### src/rtl/note_sequencer_if.sv
// note_sequencer_if: bundles the VGA position, playback controls and the
// lane strobe / status outputs of the note sequencer.
// master: the game / video side that drives position and controls.
// slave : the note_sequencer itself.
interface note_sequencer_if;
    logic [9:0] row;
    logic [9:0] col;
    logic       start;
    logic       pause;
    logic       loop_en;
    logic [4:0] drop;
    logic       step_strobe;
    logic [4:0] step_idx;
    logic       playing;
    logic       song_done;

    modport master (
        output row, col, start, pause, loop_en,
        input  drop, step_strobe, step_idx, playing, song_done
    );

    modport slave (
        input  row, col, start, pause, loop_en,
        output drop, step_strobe, step_idx, playing, song_done
    );
endinterface

### src/rtl/note_sequencer.sv
// note_sequencer: steps a fixed five-lane note chart at a frame-locked tempo
// and issues one-clock drop strobes to the lane generators.
// drop bit order is {white, orange, blue, yellow, green}.
// Optional feature macro: NOTE_SEQ_LEADIN_EN -- when defined, four silent
// lead-in steps (step_strobe only) run before chart step 0 on entry to PLAY.
module note_sequencer #(
    parameter int                   CHART_LEN       = 21,
    parameter int                   FRAMES_PER_STEP = 15,
    parameter logic [CHART_LEN-1:0] GREEN_CHART     = '0,
    parameter logic [CHART_LEN-1:0] YELLOW_CHART    = '0,
    parameter logic [CHART_LEN-1:0] BLUE_CHART      = '0,
    parameter logic [CHART_LEN-1:0] ORANGE_CHART    = '0,
    parameter logic [CHART_LEN-1:0] WHITE_CHART     = '0,
    parameter logic [9:0]           FRAME_ROW       = 10'd480
) (
    input  logic              clk,
    input  logic              reset,
    note_sequencer_if.slave   bus
);

    localparam logic [4:0] LAST_STEP  = 5'(CHART_LEN - 1);
    localparam logic [7:0] LAST_FRAME = 8'(FRAMES_PER_STEP - 1);

    typedef enum logic [1:0] {
        ST_IDLE   = 2'd0,
        ST_PLAY   = 2'd1,
        ST_PAUSED = 2'd2,
        ST_DONE   = 2'd3
    } state_t;

    // Lane pattern for chart step k. Explicit loop so the step index never
    // needs to match the chart vector's index width.
    function automatic logic [4:0] chart_bits(input logic [4:0] k);
        logic [4:0] v;
        v = 5'b00000;
        for (int i = 0; i < CHART_LEN; i++) begin
            if (5'(i) == k) begin
                v = {WHITE_CHART[i], ORANGE_CHART[i], BLUE_CHART[i],
                     YELLOW_CHART[i], GREEN_CHART[i]};
            end
        end
        return v;
    endfunction

    state_t     r_state;
    logic [7:0] r_frame_cnt;
    logic [4:0] r_step_idx;
    logic       r_first;
    logic [4:0] r_drop;
    logic       r_step_strobe;
    logic       r_playing;
    logic       r_song_done;
    logic       r_match_d;
`ifdef NOTE_SEQ_LEADIN_EN
    logic       r_leadin_act;
    logic [2:0] r_leadin_cnt;
`endif

    logic       w_frame_match;
    logic       w_tick;

    // Frame condition and its rising edge: a held col==0 yields one tick.
    always_comb begin
        w_frame_match = 1'b0;
        w_tick        = 1'b0;
        if ((bus.row == FRAME_ROW) && (bus.col == 10'd0)) begin
            w_frame_match = 1'b1;
        end else begin
            w_frame_match = 1'b0;
        end
        w_tick = w_frame_match & ~r_match_d;
    end

    // Remember last cycle's frame condition for the edge detect.
    always_ff @(posedge clk) begin
        if (reset) begin
            r_match_d <= 1'b0;
        end else begin
            r_match_d <= w_frame_match;
        end
    end

    // Playback state machine; every output is a register written here.
    always_ff @(posedge clk) begin
        if (reset) begin
            r_state       <= ST_IDLE;
            r_frame_cnt   <= 8'd0;
            r_step_idx    <= 5'd0;
            r_first       <= 1'b0;
            r_drop        <= 5'b00000;
            r_step_strobe <= 1'b0;
            r_playing     <= 1'b0;
            r_song_done   <= 1'b0;
`ifdef NOTE_SEQ_LEADIN_EN
            r_leadin_act  <= 1'b0;
            r_leadin_cnt  <= 3'd0;
`endif
        end else begin
            // Strobes are single-cycle unless a branch below re-asserts them.
            r_drop        <= 5'b00000;
            r_step_strobe <= 1'b0;
            case (r_state)
                ST_IDLE, ST_DONE: begin
                    if (bus.start && !bus.pause) begin
                        r_state     <= ST_PLAY;
                        r_frame_cnt <= 8'd0;
                        r_step_idx  <= 5'd0;
                        r_first     <= 1'b1;
                        r_playing   <= 1'b1;
                        r_song_done <= 1'b0;
`ifdef NOTE_SEQ_LEADIN_EN
                        r_leadin_act <= 1'b0;
                        r_leadin_cnt <= 3'd0;
`endif
                    end else begin
                        r_state <= r_state;
                    end
                end
                ST_PLAY: begin
                    if (bus.pause) begin
                        // Pause wins over a coincident tick.
                        r_state <= ST_PAUSED;
                    end else if (w_tick) begin
                        if (r_first) begin
                            r_first <= 1'b0;
`ifdef NOTE_SEQ_LEADIN_EN
                            // First lead-in step starts on the first tick.
                            r_leadin_act  <= 1'b1;
                            r_leadin_cnt  <= 3'd1;
                            r_step_strobe <= 1'b1;
`else
                            r_drop        <= chart_bits(5'd0);
                            r_step_strobe <= 1'b1;
                            r_step_idx    <= 5'd0;
`endif
                        end else if (r_frame_cnt == LAST_FRAME) begin
                            r_frame_cnt <= 8'd0;
`ifdef NOTE_SEQ_LEADIN_EN
                            if (r_leadin_act) begin
                                if (r_leadin_cnt == 3'd4) begin
                                    // Lead-in over: chart step 0 now.
                                    r_leadin_act  <= 1'b0;
                                    r_drop        <= chart_bits(5'd0);
                                    r_step_strobe <= 1'b1;
                                    r_step_idx    <= 5'd0;
                                end else begin
                                    r_leadin_cnt  <= r_leadin_cnt + 3'd1;
                                    r_step_strobe <= 1'b1;
                                end
                            end else begin
`endif
                            if (r_step_idx == LAST_STEP) begin
                                if (bus.loop_en) begin
                                    r_drop        <= chart_bits(5'd0);
                                    r_step_strobe <= 1'b1;
                                    r_step_idx    <= 5'd0;
                                end else begin
                                    // Song over: no strobe, index stays at last.
                                    r_state     <= ST_DONE;
                                    r_playing   <= 1'b0;
                                    r_song_done <= 1'b1;
                                end
                            end else begin
                                r_drop        <= chart_bits(r_step_idx + 5'd1);
                                r_step_strobe <= 1'b1;
                                r_step_idx    <= r_step_idx + 5'd1;
                            end
`ifdef NOTE_SEQ_LEADIN_EN
                            end
`endif
                        end else begin
                            r_frame_cnt <= r_frame_cnt + 8'd1;
                        end
                    end else begin
                        r_state <= ST_PLAY;
                    end
                end
                ST_PAUSED: begin
                    // Counter, index and first flag stay frozen here.
                    if (!bus.pause) begin
                        r_state <= ST_PLAY;
                    end else begin
                        r_state <= ST_PAUSED;
                    end
                end
                default: begin
                    r_state   <= ST_IDLE;
                    r_playing <= 1'b0;
                end
            endcase
        end
    end

    assign bus.drop        = r_drop;
    assign bus.step_strobe = r_step_strobe;
    assign bus.step_idx    = r_step_idx;
    assign bus.playing     = r_playing;
    assign bus.song_done   = r_song_done;

endmodule
### src/flat_wrapper.sv
// flat-port wrapper written by rule: the top's interface ports become plain ports
module note_sequencer_flat 
#(
    parameter int                   CHART_LEN       = 21,
    parameter int                   FRAMES_PER_STEP = 15,
    parameter logic [CHART_LEN-1:0] GREEN_CHART     = '0,
    parameter logic [CHART_LEN-1:0] YELLOW_CHART    = '0,
    parameter logic [CHART_LEN-1:0] BLUE_CHART      = '0,
    parameter logic [CHART_LEN-1:0] ORANGE_CHART    = '0,
    parameter logic [CHART_LEN-1:0] WHITE_CHART     = '0,
    parameter logic [9:0]           FRAME_ROW       = 10'd480
)
  (clk, reset, bus_row, bus_col, bus_start, bus_pause, bus_loop_en, bus_drop, bus_step_strobe, bus_step_idx, bus_playing, bus_song_done);
  note_sequencer_if bus_i ();
  input  logic clk;
  input  logic reset;
  input wire logic [$bits(bus_i.row)-1:0] bus_row;
  input wire logic [$bits(bus_i.col)-1:0] bus_col;
  input wire logic [$bits(bus_i.start)-1:0] bus_start;
  input wire logic [$bits(bus_i.pause)-1:0] bus_pause;
  input wire logic [$bits(bus_i.loop_en)-1:0] bus_loop_en;
  output wire logic [$bits(bus_i.drop)-1:0] bus_drop;
  output wire logic [$bits(bus_i.step_strobe)-1:0] bus_step_strobe;
  output wire logic [$bits(bus_i.step_idx)-1:0] bus_step_idx;
  output wire logic [$bits(bus_i.playing)-1:0] bus_playing;
  output wire logic [$bits(bus_i.song_done)-1:0] bus_song_done;
  assign bus_i.row = bus_row;
  assign bus_i.col = bus_col;
  assign bus_i.start = bus_start;
  assign bus_i.pause = bus_pause;
  assign bus_i.loop_en = bus_loop_en;
  assign bus_drop = bus_i.drop;
  assign bus_step_strobe = bus_i.step_strobe;
  assign bus_step_idx = bus_i.step_idx;
  assign bus_playing = bus_i.playing;
  assign bus_song_done = bus_i.song_done;
  note_sequencer #(.CHART_LEN(CHART_LEN), .FRAMES_PER_STEP(FRAMES_PER_STEP), .GREEN_CHART(GREEN_CHART), .YELLOW_CHART(YELLOW_CHART), .BLUE_CHART(BLUE_CHART), .ORANGE_CHART(ORANGE_CHART), .WHITE_CHART(WHITE_CHART), .FRAME_ROW(FRAME_ROW)) u_core (.clk(clk), .reset(reset), .bus(bus_i));
endmodule
### config.mk
export PLATFORM = sky130hd
export DESIGN_NAME = note_sequencer_flat
export DESIGN_NICKNAME = d
export VERILOG_FILES = /design/src/rtl/note_sequencer_if.sv /design/src/rtl/note_sequencer.sv /design/src/flat_wrapper.sv
export SDC_FILE = /design/constraint.sdc
export NUM_CORES = 1
export LEC_CHECK = 0
export ABC_AREA = 0
export CAP_MARGIN = 20
export CORE_MARGIN = 3
export CORE_UTILIZATION = 47
export CTS_CLUSTER_DIAMETER = 50
export CTS_CLUSTER_SIZE = 16
export DETAILED_ROUTE_END_ITERATION = 7
export PLACE_DENSITY = 0.82
export SETUP_SLACK_MARGIN = 0.5
export SLEW_MARGIN = 20
export SYNTH_ARGS = -nofsm -noshare
export SYNTH_HDL_FRONTEND = slang
export SYNTH_SLANG_ARGS = --single-unit
### constraint.sdc
create_clock -name clk -period 2.45 [get_ports clk]
set_clock_uncertainty 0.05 [all_clocks]
set_input_delay 0.49 -clock clk [delete_from_list [all_inputs] [get_ports clk]]
set_output_delay 0.49 -clock clk [all_outputs]
set_load 0.02 [all_outputs]
Yosys cells after proc, flatten, opt, wreduce, memory -nomap -nowiden
Index checks and enable logic that the tools add are counted.
{ "totals": {"regBits": 20, "output_inout_bits": 13, "wordCells": 93} }
{ "op_classes": {"eq_ne": 19, "bitwise_logic": 4, "addsub": 2, "muxes": 47, "n_reduce_logical": 13} }
{ "op_table": {"columns": ["op", "n"], "rows": [
  ["8-bit two-way mux", 5],
  ["5-bit two-way mux", 7],
  ["1-bit two-way mux", 21],
  ["2-bit two-way mux", 8],
  ["4-bit inequality test, second input constant", 4],
  ["8-bit case mux with 2 select lines", 1],
  ["10-bit by 9-bit equality test with 1-bit output, second input constant", 1],
  ["10-bit logical NOT", 1],
  ["5-bit case mux with 2 select lines", 1],
  ["5-bit AND reduction", 2],
  ["8-bit by 1-bit adder with 8-bit output, second input constant", 1],
  ["8-bit by 4-bit equality test with 1-bit output, second input constant", 1],
  ["2-bit by 1-bit inequality test with 1-bit output, second input constant", 4],
  ["8-bit AND reduction", 1],
  ["2-bit inequality test, second input constant", 3],
  ["1-bit case mux with 2 select lines", 3],
  ["2-bit case mux with 3 select lines", 1],
  ["6-bit AND reduction", 1],
  ["5-bit by 1-bit adder with 5-bit output, second input constant", 1],
  ["5-bit equality test, second input constant", 1],
  ["2-bit equality test, second input constant", 2],
  ["4-bit by 3-bit inequality test with 1-bit output, second input constant", 1],
  ["4-bit AND reduction", 1],
  ["4-bit OR reduction", 1],
  ["other kinds (9)", 12]
]} }

Longest topological paths before layout
Gate-level depths: netlist of the first run.
{ "logic_depth": {"ltp_word": 7, "depth_mapped": 8, "mapped_depth_nobuf": 7} }

Worst setup path before layout of the first run
Ideal clock, no wire load.
{ "synth_path": {"path_type": "register -> register", "start": "register u_core.r_step_idx[0] (netlist: u_core.bus.step_idx[0])", "end": "register u_core.r_state[1]", "stages_incl_launch_ff": 8, "path_slack_ns": 0.465, "path_buffers": 0, "arrival_ns": 1.850, "path_cell_list": "dfxtp_1 > inv_1 > ha_1 > nand4b_1 > or2_2 > or3_4 > o41a_1 > o31ai_2"} }
{ "synth_between": {"elab_chain_len": 3} }
{ "synth_lines": {"columns": ["item", "line_no", "text"], "rows": [
  ["start: declaration", "note_sequencer.sv:47", "logic [4:0] r_step_idx;"],
  ["start signal: assignment", "note_sequencer.sv:166", "r_step_idx <= r_step_idx + 5'd1;"],
  ["5-bit equality test", "note_sequencer.sv:152", "if (r_step_idx == LAST_STEP) begin"],
  ["4-bit inequality test (no line)", null, null],
  ["5-bit AND reduction (no line)", null, null],
  ["end signal: assignment", "note_sequencer.sv:116", "r_state <= r_state;"],
  ["end: declaration", "note_sequencer.sv:45", "state_t r_state;"]
]} }
Every way passes these cells.
A chain may end at the register's enable or synchronous reset.

Worst setup path in the final report of the first run
{ "layout_path": {"start": "input port bus_col[6]", "end": "register u_core.r_step_idx[2] (netlist: u_core.bus.step_idx[2])"} }
{ "layout_between": {"elab_chain_len": 6} }
{ "layout_lines": {"columns": ["item", "line_no", "text"], "rows": [
  ["start: declaration", "flat_wrapper.sv:18", "input wire logic [$bits(bus_i.col)-1:0] bus_col;"],
  ["10-bit logical NOT", "note_sequencer.sv:66", "if ((bus.row == FRAME_ROW) && (bus.col == 10'd0)) begin"],
  ["1-bit logical AND", "note_sequencer.sv:66", null],
  ["1-bit two-way mux", "note_sequencer.sv:66", null],
  ["1-bit bitwise AND", "note_sequencer.sv:71", "w_tick = w_frame_match & ~r_match_d;"],
  ["2-bit by 1-bit inequality test with 1-bit output (no line)", null, null],
  ["6-bit AND reduction (no line)", null, null]
]} }
Every way passes these cells.

==> results of run 1 <==
per-stage QoR:
| stage | hold slack, ns | setup TNS [ns] | std cells | area, sq um |
|---|---|---|---|---|
| floorplan | 0.415 | 0 | 162 | 1340 |
| global placement | 0.431 | -0.0952 | 224 | 1710 |
| detailed placement | 0.435 | -0.402 | 224 | 1710 |
| CTS | 0.462 | 0 | 236 | 1890 |
| global route | 0.490 | 0 | 241 | 2010 |
| finish | 0.458 | 0 | 241 | 2010 |
per-layer routing:
layer,vias up,wire length [um]
met5,-,0
met4,0,83
met3,10,324
met2,73,2080
met1,684,1680
li1,704,-
layout make-up:
type,count,share of cell area [%]
multi-input combinational,124,51.1
timing repair buffer,54,23.4
sequential,20,20.1
tap,30,1.86
clock buffer,4,1.80
inverter,9,1.68
worst max-delay path, delay by kind of cell:
family / cells / cell delay, ns
buffers and inverters: 2 / 0.46
AND/OR/NAND/NOR: 2 / 0.89
AO/OA/AOI/OAI: 2 / 0.28
power groups by stage:
stage                     registers, mW  clock network [mW]  logic, mW
after floorplan                   0.347                   0     0.0800
after global placement            0.345                   0      0.143
after detailed placement          0.346                   0      0.148
after CTS                         0.339               0.194      0.155
after global routing              0.343               0.212      0.184
final                             0.341               0.193      0.171
synth_stat cells (2+ instances only):
master | count | area [sq um]
dfxtp_1 | 20 | 400
nand3_1 | 12 | 60.1
a21oi_1 | 10 | 50.1
inv_1 | 9 | 33.8
nand2_1 | 9 | 33.8
ha_1 | 7 | 87.6
nor2_1 | 7 | 26.3
nor3_1 | 7 | 35.0
nor4_1 | 6 | 37.5
buf_4 | 5 | 37.5
a31oi_1 | 4 | 25.0
nor4b_1 | 4 | 35.0
or2_2 | 4 | 25.0
or4_1 | 4 | 30.0
a41oi_1 | 3 | 26.3
clkbuf_1 | 3 | 11.3
nand4_1 | 3 | 18.8
or3_1 | 3 | 18.8
and3_1 | 2 | 12.5
nand2b_1 | 2 | 12.5
nand3b_1 | 2 | 15.0
nor4bb_1 | 2 | 20.0
o211a_1 | 2 | 20.0
o211ai_1 | 2 | 15.0
o21ai_0 | 2 | 10.0
o21ai_1 | 2 | 10.0
registers in the layout, summed over array words and instances, names as in the netlist:
register and flops:
u_core.bus.song_done 1, u_core.r_state 2, u_core.bus.step_strobe 1, u_core.bus.playing 1, u_core.bus.step_idx 5, u_core.r_first 1
u_core.r_frame_cnt 8, u_core.r_match_d 1
what timing repair did:
item | in CTS | in global routing
hold endpoints to repair | 0 | 0
gates resized for setup | 40 | 23
setup buffers | 8 | 5
setup endpoints to repair | 19 | 15
pin swaps | 21 | 13
cells in the final DEF, fill, tap and decap left out, types with 3 or more instances in the layout:
cell type,Yosys,final
a21oi_1,10,7
a31oi_1,4,4
a41oi_1,3,3
buf_4,5,20
clkbuf_4,0,3
clkdlybuf4s15_1,0,3
clkdlybuf4s50_1,0,11
conb_1,1,5
dfxtp_1,20,16
dfxtp_2,0,4
dlygate4sd2_1,0,16
ha_1,7,4
inv_1,9,7
nand2_1,9,8
nand3_1,12,12
nand4_1,3,3
nor2_1,7,7
nor3_1,7,5
nor4_1,6,3
nor4_2,1,3
or2_2,4,3
worst max-delay path by stage:
stage                      startpoint                      to  slack, ns  cells after the start
6_report                   bus_col[6]  u_core.bus.step_idx[2]       0.51                      6
5_1_grt                    bus_col[6]  u_core.bus.step_idx[2]       0.44                      6
4_1_cts        u_core.bus.step_idx[0]       u_core.r_state[1]       0.50                      7
3_5_place_dp               bus_row[6]   u_core.r_frame_cnt[5]       -0.1                      6
3_3_place_gp               bus_col[0]   u_core.r_frame_cnt[3]      -0.03                      6
2_1_floorplan              bus_row[2]   u_core.r_frame_cnt[3]       0.51                      5
logic make-up (layout without fill, tap and decap cells):
logic type | Yosys count | after routing
adder cells (fa/ha/maj) | 7 | 7
other | 1 | 5
AND/OR/NAND/NOR | 76 | 76
AO/OA/AOI/OAI | 34 | 34
flip-flops | 20 | 20
buffers and inverters | 18 | 67
multiplexers | 2 | 2
==> results.cfg, run 1 <==
[worst_setup_path]
r2r-end = u_core.r_state[1]
rr_startpoint = u_core.bus.step_idx[0]
startpoint_type = primary input
worstSetupPathType = primary input to flip-flop
path_cells = dlygate4sd2_1, or4_4, nor4b_4, buf_4, a41oi_1, a21oi_1
slowest_stage = or4_4
reg2reg_depth = 7
required_ns = 2.63
worst_setup_path_end_kind = flip-flop
r2r_slack_ns = 0.51
slowest_delay_ns = 0.55
crit_arrival_ns = 2.13
path_max_fanout = 3

[power_and_ir_drop]
netSwitchingFraction_pct = 29.2
p_int_mw = 0.499
leakage_nw = 0.757
vdd_ir_drop_max_mv = 0.424
p_per_area_mw_per_mm2 = 350
pwr-share-comb_pct = 24.2
power.share.sequential_pct = 48.4
power_mw = 0.705
clkPwrFrac_pct = 27.4
p_switching_mw = 0.206

[synth]
yosysWarnings = 0
synth_top_family_by_area = simple AND/OR/NAND/NOR gates
postSynthAreaPerCell_sq_um = 8.31
synth_cell_type_count = 48
syn_inst = 158
synth.mux.area_fraction_pct = 1.62
synth_top_flop_cell = dfxtp_1
yosys.area_share.xor_xnor_pct = 0
synth_compound_area_share_pct = 18.2
ys_seq_elements = 20
synth-seq-area-share_pct = 30.5
synthesis.area_sq_mm = 0.00131
synth_fa_ha_area_share_pct = 6.67
synth_edf_count = 0
synthSimpleGateAreaFrac_pct = 36.1
async_reset_ff_share_pct = 0

[worst_hold_path]
min_path_cells = 2
min_from = u_core.r_frame_cnt[0]
holdPathEnd = u_core.r_frame_cnt[0]
min_path_type = flip-flop to flip-flop

[grt]
antenna_found_initial = 0
grt_use_met3_pct = 3.73
use_met2_pct = 40.1
grt-busiest-layer = met2
overflow = 0
grt_max_degree = 15
use_met1_pct = 29.2
grt_pass1_wl_um = 6240
grt_pass1_vias = 1360
grt_usage_pct = 23.5

[clocking]
cts_buffer_depth = 2
htree_levels = 1
cts_made_buffers = 3
cts-root-buf = clkbuf_4
cts_hold_buf = 0
clk_latency_ns = 0.30
cts.sinks = 20
cts_tree = yes
path_clk_slew_ns = 0.12

[place]
gp_congestion = 0.944
portBuffers = 32
dp_hpwl_um = 2700
dpl_worst_slack_ns = -0.0956

[timing]
period_minus_slack_ns = 1.94
fmax_ghz = 0.514
slew_viol_final = 0
grt_setup_unrepaired = true
min_period_over_period_pct = 79.4
final-hold-violation-count = 0
finalSetupViolCount = 0
setup_ws_ns = 0.505

[die]
rows = 18
die_h_um = 58.9
die_w_um = 58.9
core_area_sq_mm = 0.00257
start_util_pct = 51.2
die-area_sq_mm = 0.00347
ios = 38

[finish]
fillers = 181
register_area_sq_um = 405
utilization_pct = 78.4
drive_above_1_share_pct = 32.7
n_antenna_cell = 0
multi_input_comb_area_sq_mm = 0.00103
fin_nets = 244
area_growth_pct = 53.2

[detailed_routing]
drc_errors = 0
final_antenna_net_count = 0
wl_per_cell_um = 17.3
firstDrtPassIters = 4
via_per_inst = 6.10
vias = 1471
drtIter0Drc = 78
drt-total-wl_um = 4170

[flow_run]
drv_cap = 0

[outcome]
status = finished, final reports clean
Note: power is estimated with default switching activity, not from simulation.
==> run 2, diff against run 1 <==
clock period = 2 ns   (was 2.45 ns; I/O delays follow)
==> run 2 against run 1 <==
The flow now finishes with violations (negative setup slack). Sequential cell count did not move. Die area did not move. First-iteration DRC count rose to 3.3 times the previous value. Sequential share of layout area fell by 2.8 points. Global-route usage rose by 9.1 points. Total power rose by 48%. Critical path depth fell by 1. Clock power rose by 65%. Non-clock buffer count rose by 28. Routed wire length rose by 80%. Highest routed layer unchanged.
==> results.cfg, run 2 (same netlist as run 1, synthesis figures left out) <==
[clocking]
cts_buffer_depth = 2
cts_tree = yes
cts-root-buf = clkbuf_4
cts_made_buffers = 3
cts.sinks = 20
htree_levels = 1
cts_hold_buf = 0
clk_latency_ns = 0.34
path_clk_slew_ns = 0.15

[grt]
grt_usage_pct = 32.6
overflow = 0
grt_pass1_wl_um = 8630
grt_max_degree = 15
grt_pass1_vias = 1749
antenna_found_initial = 3

[worst_setup_path]
required_ns = 2.18
startpoint_type = flip-flop
worstSetupPathType = flip-flop to flip-flop
crit_arrival_ns = 2.27
slowest_delay_ns = 0.44
slowest_stage = or3_4
path_cells = nor4_4, nand4_2, or3_4, o41a_1, o31ai_2
path_max_fanout = 4
worst_setup_path_end_kind = flip-flop

[timing]
final-hold-violation-count = 0
tns_ns = -0.102
worst_pin_slew_ns = 0.650
grt_setup_unrepaired = true
finalSetupViolCount = 2
slew_viol_final = 0
setup_ws_ns = -0.0854
relSlewSlack_pct = 56.6
fmax_ghz = 0.480
min_period_over_period_pct = 104
period_minus_slack_ns = 2.09

[die]
core_area_sq_mm = 0.00257
ios = 38
rows = 18
die-area_sq_mm = 0.00347
start_util_pct = 51.2
die_w_um = 58.9
die_h_um = 58.9

[flow_run]
drv_cap = 0

[finish]
final_common_cell = buf_4
fillers = 68
layout_common_cells = buf_4, buf_6, dfxtp_1, nand3_1
area_growth_pct = 85.8
top_register = u_core.r_frame_cnt
fin_nets = 272
largest_register_ffs = 8
drive_above_1_share_pct = 55.6

[power_and_ir_drop]
p_per_area_mw_per_mm2 = 428
vdd_ir_drop_max_mv = 0.462
power_mw = 1.04
p_int_mw = 0.692
pwr-share-comb_pct = 29.3
clkPwrFrac_pct = 30.5
power.share.sequential_pct = 40.2
leakage_nw = 0.959
p_switching_mw = 0.352
netSwitchingFraction_pct = 33.7

[place]
dp_hpwl_um = 2930
gp_congestion = 0.855
portBuffers = 32

[detailed_routing]
via_per_inst = 7.13
wl_met3_um = 598
final_antenna_net_count = 0
vias = 1931
wl_met1_um = 2690
routed.top_layer = met4
met2_length_um = 3520
firstDrtPassIters = 5
drt-total-wl_um = 7500
wl_per_cell_um = 27.7
drc_errors = 0
drtIter0Drc = 255

[outcome]
violations = negative setup slack
status = complete, but fails checks

[worst_hold_path]
min_path_type = flip-flop to flip-flop
==> run 2: changes by cell type in the layout (fill, tap and decap cells not counted), sizes merged <==
cell           before  now
dlymetal6s2s        1    0
clkdlybuf4s50      11    2
dlygate4sd2        16    8
clkdlybuf4s15       3   11
buf                22   56
clkbuf              5    9
diode               0    2
==> run 2: through the flow <==
stage / hold slack, ns / std cells / setup slack (ns) / cell area, sq um / utilization (%)
after detailed placement: 0.437 / 232 / -0.371 / 1840 / 71.8
final: 0.464 / 271 / -0.0854 / 2440 / 95.1
after floorplan: 0.415 / 162 / 0.141 / 1430 / -
after global routing: 0.490 / 271 / -0.158 / 2440 / 95.1
after CTS: 0.456 / 257 / 0.102 / 2210 / 86.1
after global placement: 0.425 / 232 / -0.273 / 1840 / 71.8
==> run 2: path summary, 6_finish.rpt <==
check	from	slack [ns]	to	cells past startpoint
hold reg to reg	u_core.bus.step_idx[3]	0.46	u_core.bus.step_idx[3]	1
hold / removal	u_core.bus.step_idx[3]	0.46	u_core.bus.step_idx[3]	1
setup reg to reg	u_core.r_frame_cnt[5]	-0.09	u_core.r_state[1]	5
setup / recovery	u_core.r_frame_cnt[5]	-0.09	u_core.r_state[1]	5
==> run 2: what timing repair did <==
| action | 4_1_cts | 5_1_grt |
|---|---|---|
| buffers inserted | 20 | 12 |
| gates resized for setup | 106 | 49 |
| cloned | 1 | 0 |
| setup endpoints to repair | 27 | 24 |
| pin swaps | 30 | 26 |
==> run 2: layout make-up <==
class / instances / area, sq um / area share, %
Inverter: 9 / 41.3 / 1.69
Timing Repair Buffer: 82 / 696 / 28.5
Clock buffer: 4 / 47.5 / 1.95
Sequential cell: 20 / 424 / 17.4
Antenna cell: 2 / 5.00 / 0.205
Multi-Input combinational cell: 124 / 1190 / 48.7
Tap cell: 30 / 37.5 / 1.54
==> run 2: power by group through the flow <==
stage	clock network, mW	logic [mW]	registers (mW)
after floorplan	0	0.112	0.424
after global placement	0	0.194	0.422
after detailed placement	0	0.198	0.423
after CTS	0.297	0.252	0.417
after global routing	0.322	0.321	0.419
final	0.318	0.306	0.420
==> run 2: layer usage <==
| metal | vias up | global-route usage, % |
|---|---|---|
| met3 | 78 | 4.61 |
| met2 | 172 | 56.8 |
| li1 | 762 | - |
| met1 | 919 | 39.9 |
| met5 | - | 0 |
| met4 | 0 | 13.3 |
==> run 2: critical path: cells and delay by family, from the launching register on <==
kind	cells	cell delay, ns
AO/OA/AOI/OAI	2	0.57
flip-flops	1	0.40
AND/OR/NAND/NOR	3	0.96
